--- src/rtl/sign_ext_arbiter.sv ---
// Round-robin arbiter sharing one sign-extend datapath between two requesters, with a one-entry
// registered output. Define SEXT_SHIFT_EN to add per-port shift-left-1 (word-aligned offsets).
module sign_ext_arbiter #(
  parameter int unsigned IN_W  = 12,
  parameter int unsigned OUT_W = 16
) (
  input  logic             CLK,
  input  logic             Reset,
  input  logic             In0_Valid,
  input  logic [IN_W-1:0]  In0_Imm,
  output logic             In0_Ready,
  input  logic             In1_Valid,
  input  logic [IN_W-1:0]  In1_Imm,
  output logic             In1_Ready,
  output logic             Out_Valid,
  output logic [OUT_W-1:0] Out_Data,
  output logic             Out_Id,
  input  logic             Out_Ready
`ifdef SEXT_SHIFT_EN
  ,
  input  logic             In0_Shift,
  input  logic             In1_Shift
`endif
);

  typedef enum logic [0:0] {StEmpty, StFull} state_e;

  state_e           state_q, state_d;
  logic [OUT_W-1:0] data_q, data_d;
  logic             id_q, id_d;
  logic             last_gnt_q, last_gnt_d;

  logic             free;
  logic             gnt0, gnt1;
  logic             rdy0, rdy1;
  logic [IN_W-1:0]  sel_imm;
  logic [OUT_W-1:0] ext;

  always_comb begin
    free = (state_q == StEmpty) | Out_Ready;
    // On a tie the port not served last wins; last_gnt_q=1 after reset favours port 0.
    gnt0 = In0_Valid & (~In1_Valid | last_gnt_q);
    gnt1 = In1_Valid & (~In0_Valid | ~last_gnt_q);
    rdy0 = free & gnt0 & ~Reset;
    rdy1 = free & gnt1 & ~Reset;

    sel_imm = rdy1 ? In1_Imm : In0_Imm;
`ifdef SEXT_SHIFT_EN
    if (rdy1 ? In1_Shift : In0_Shift) begin
      ext = {{(OUT_W-IN_W-1){sel_imm[IN_W-1]}}, sel_imm, 1'b0};
    end else begin
      ext = {{(OUT_W-IN_W){sel_imm[IN_W-1]}}, sel_imm};
    end
`else
    ext = {{(OUT_W-IN_W){sel_imm[IN_W-1]}}, sel_imm};
`endif

    state_d    = state_q;
    data_d     = data_q;
    id_d       = id_q;
    last_gnt_d = last_gnt_q;

    if (rdy0 | rdy1) begin
      state_d    = StFull;
      data_d     = ext;
      id_d       = rdy1;
      last_gnt_d = rdy1;
    end else if ((state_q == StFull) && Out_Ready) begin
      state_d = StEmpty;
    end
  end

  always_ff @(posedge CLK) begin
    if (Reset) begin
      state_q    <= StEmpty;
      data_q     <= '0;
      id_q       <= 1'b0;
      last_gnt_q <= 1'b1;
    end else begin
      state_q    <= state_d;
      data_q     <= data_d;
      id_q       <= id_d;
      last_gnt_q <= last_gnt_d;
    end
  end

  assign In0_Ready = rdy0;
  assign In1_Ready = rdy1;
  assign Out_Valid = (state_q == StFull);
  assign Out_Data  = data_q;
  assign Out_Id    = id_q;

endmodule

--- config.mk ---
export PLATFORM = sky130hd
export DESIGN_NAME = sign_ext_arbiter
export DESIGN_NICKNAME = d
export VERILOG_FILES = /design/src/rtl/sign_ext_arbiter.sv
export SDC_FILE = /design/constraint.sdc
export NUM_CORES = 1
export LEC_CHECK = 0
export BUFFER_PORTS_ARGS = -buffer_cell sky130_fd_sc_hd__buf_2
export CORE_UTILIZATION = 45
export DETAILED_ROUTE_END_ITERATION = 7
export GPL_ROUTABILITY_DRIVEN = 0
export MAX_ROUTING_LAYER = met4
export PLACE_DENSITY = 0.89
export SLEW_MARGIN = 5
export SYNTH_ARGS = -nofsm -noshare
export SYNTH_HDL_FRONTEND = slang
export SYNTH_SLANG_ARGS = --single-unit
export TNS_END_PERCENT = 10
--- constraint.sdc ---
create_clock -name CLK -period 1.9 [get_ports CLK]
set_input_delay 0.19 -clock CLK [delete_from_list [all_inputs] [get_ports CLK]]
set_output_delay 0.19 -clock CLK [all_outputs]
set_load 0.05 [all_outputs]
==> reports/metrics.csv <==
metric,value,unit
ctsHoldBuffers,0,
synth-compound-area-share,36.2,%
final_util,60.4,%
placed_cell_area,0.00104,sq mm
seqCellArea,300,sq um
initial_core_util,48.9,%
status,"finished, final reports clean",
cts_tree,yes,
cts_resized,0,
timing.critical_path.buf_inv,2,
muxShareOfSynthArea,0,%
crit_family,buffers and inverters,
setup_tns,0,ns
maxCapViolations,0,
finalCritPeriodShare,86.0,%
htreeDepth,1,
yosys_warnings,0,
clock-sinks,15,
routed_wl,2.22,mm
synth_nets,127,
grt_pass1_wl,3.54,mm
postCtsSetupBuffers,0,
async_flop_share,0,%
io_pins,49,
final_common_cell,buf_2,
slew_headroom,64.1,%
syn_area_per_cell,8.81,sq um
antenna_found_initial,0,
p_leak,0.467,nW
critPathCaptureType,output pin,
cts_buffers,3,
ys_ff_latch,15,
cts_buffer_depth,2,
fin_nets,166,
synth_edf_count,0,
hold_viol,0,
wl_met1,897,um
row_count,15,
worst_pin_slew,0.538,ns
grt_usage,24.2,%
vias,949,
layout-drive-gt1-share,43.4,%
crit_path_max_fanout,15,
maxSlewViolCount,0,
powerDensity,787,mW/mm^2
syn2layout_area_growth,23.5,%
grt_start_max_net_pins,21,
crit_arrival,1.44,ns
drcViolationCount,0,
root_buffer,clkbuf_4,
synth-xor-area-share,0,%
synth_flop_cell,dfxtp_1,
dr.pass1.iters,4,
fp.dieH,45.8,um
worst_setup_path_start_kind,flop,
drt-initial-drc-count,23,
dieArea,0.00210,sq mm
crit_path_top_delay_cell,dfxtp_1,
ys_seq_area_share,34.8,%
vdd_drop_max,0.428,mV
port_buffers,48,
fin_crit,1.63,ns
wl_met3,195,um
mostFrequentLayoutCells,"48 x buf_2, 15 x dfxtp_1, 13 x a21oi_1",
critical_path.cell_chain,nand2b_1 > buf_4 > nand2_1 > nor3_2 > buf_2,
cp.required,1.71,ns
setup_viol,0,
synth_fa_ha_area_share,0,%
antennaDiodeCount,0,
yosys.area_share.simple,14.8,%
min_path_type,in -> reg,
grt_pass1_vias,822,
fmax,612,MHz
grt-ovfl-total,0,
rsz0062_at_grt,false,
syn_inst,98,
finClkSkew,0.00930,ns
core_area,0.00176,sq mm
multi_input_area,445,sq um
viasPerCell,5.89,
ys_types,25,
wl_per_cell,13.8,um
routed.top_layer,met4,
worstSkewPairLatency,0.29,ns
fin_area,0.00107,sq mm
synth_top_family_by_area,compound AO/OA/AOI/OAI gates,
die_w,45.8,um
fillerInstances,179,
dr_wl_met2,1.10,mm
critPathKind,reg -> out,
ant_nets,0,
path_clk_slew,0.09,ns
synthesis.area,863,sq um
max_stage_delay,0.33,ns
hpwl,1.61,mm
==> synthesized netlist by cell type, drive strengths merged, types with 2 or more instances <==
| master | n | share of area, % |
|---|---|---|
| inv | 2 | 0.87 |
| nor3 | 2 | 1.2 |
| a21oi | 14 | 8.6 |
| o31ai | 12 | 10 |
| nand4 | 12 | 8.7 |
| nand2 | 2 | 0.87 |
| buf | 15 | 13 |
| dfxtp | 15 | 35 |
| a311oi | 12 | 13 |
| nor2 | 2 | 0.87 |
==> worst paths after layout <==
check             slack, ns       start           to  cells past startpoint
setup / recovery       0.27   Out_Valid    In0_Ready                      5
hold reg to reg        0.48      Out_Id       Out_Id                      2
hold / removal         0.17  In0_Imm[3]  Out_Data[3]                      3
setup reg to reg       0.50  last_gnt_q  Out_Data[6]                      3
==> tightest hold or removal path: cells and delay by family <==
| kind | cells | cell delay [ns] |
|---|---|---|
| AOI/OAI and AO/OA | 2 | 0.13 |
| buffers and inverters | 1 | 0.10 |
==> routing by layer <==
layer	vias to the layer above	track usage, %
li1	465	-
met1	432	30.1
met2	48	37.7
met3	4	5.95
met4	0	8.82
met5	-	-
==> where the power goes <==
group / internal, mW / switching (mW) / leakage, nW
sequential: 0.340 / 0.0157 / 0.124
combinational: 0.0856 / 0.214 / 0.327
clock: 0.0818 / 0.102 / 0.0150
total: 0.508 / 0.331 / 0.467
==> logic make-up after synthesis <==
logic type             count (synthesis)
flip-flops                            15
AND/OR/NAND/NOR                       22
AO/OA/AOI/OAI                         43
buffers and inverters                 18
==> per-stage QoR <==
stage	hold WS, ns	power [mW]	cells	setup WS, ns
final	0.166	0.839	161	0.266
after global routing	0.171	0.879	161	0.184
after CTS	0.162	0.843	161	0.252
after detailed placement	0.479	0.663	157	0.475
after global placement	0.465	0.655	157	0.534
after floorplan	0.355	0.603	98	0.0222
==> sequential cells by signal, summed over array words and instances, names as in the netlist <==
register    cells
Out_Id          1
Out_Data       12
Out_Valid       1
last_gnt_q      1
==> final cells by class <==
cell class                 count  area share, %
timing repair buffer          50           23.9
sequential                    15           28.2
multi-input combinational     65           41.8
tap                           25           2.93
clock buffer                   4           2.46
inverter                       2          0.704
(Power assumes the default switching activity.)
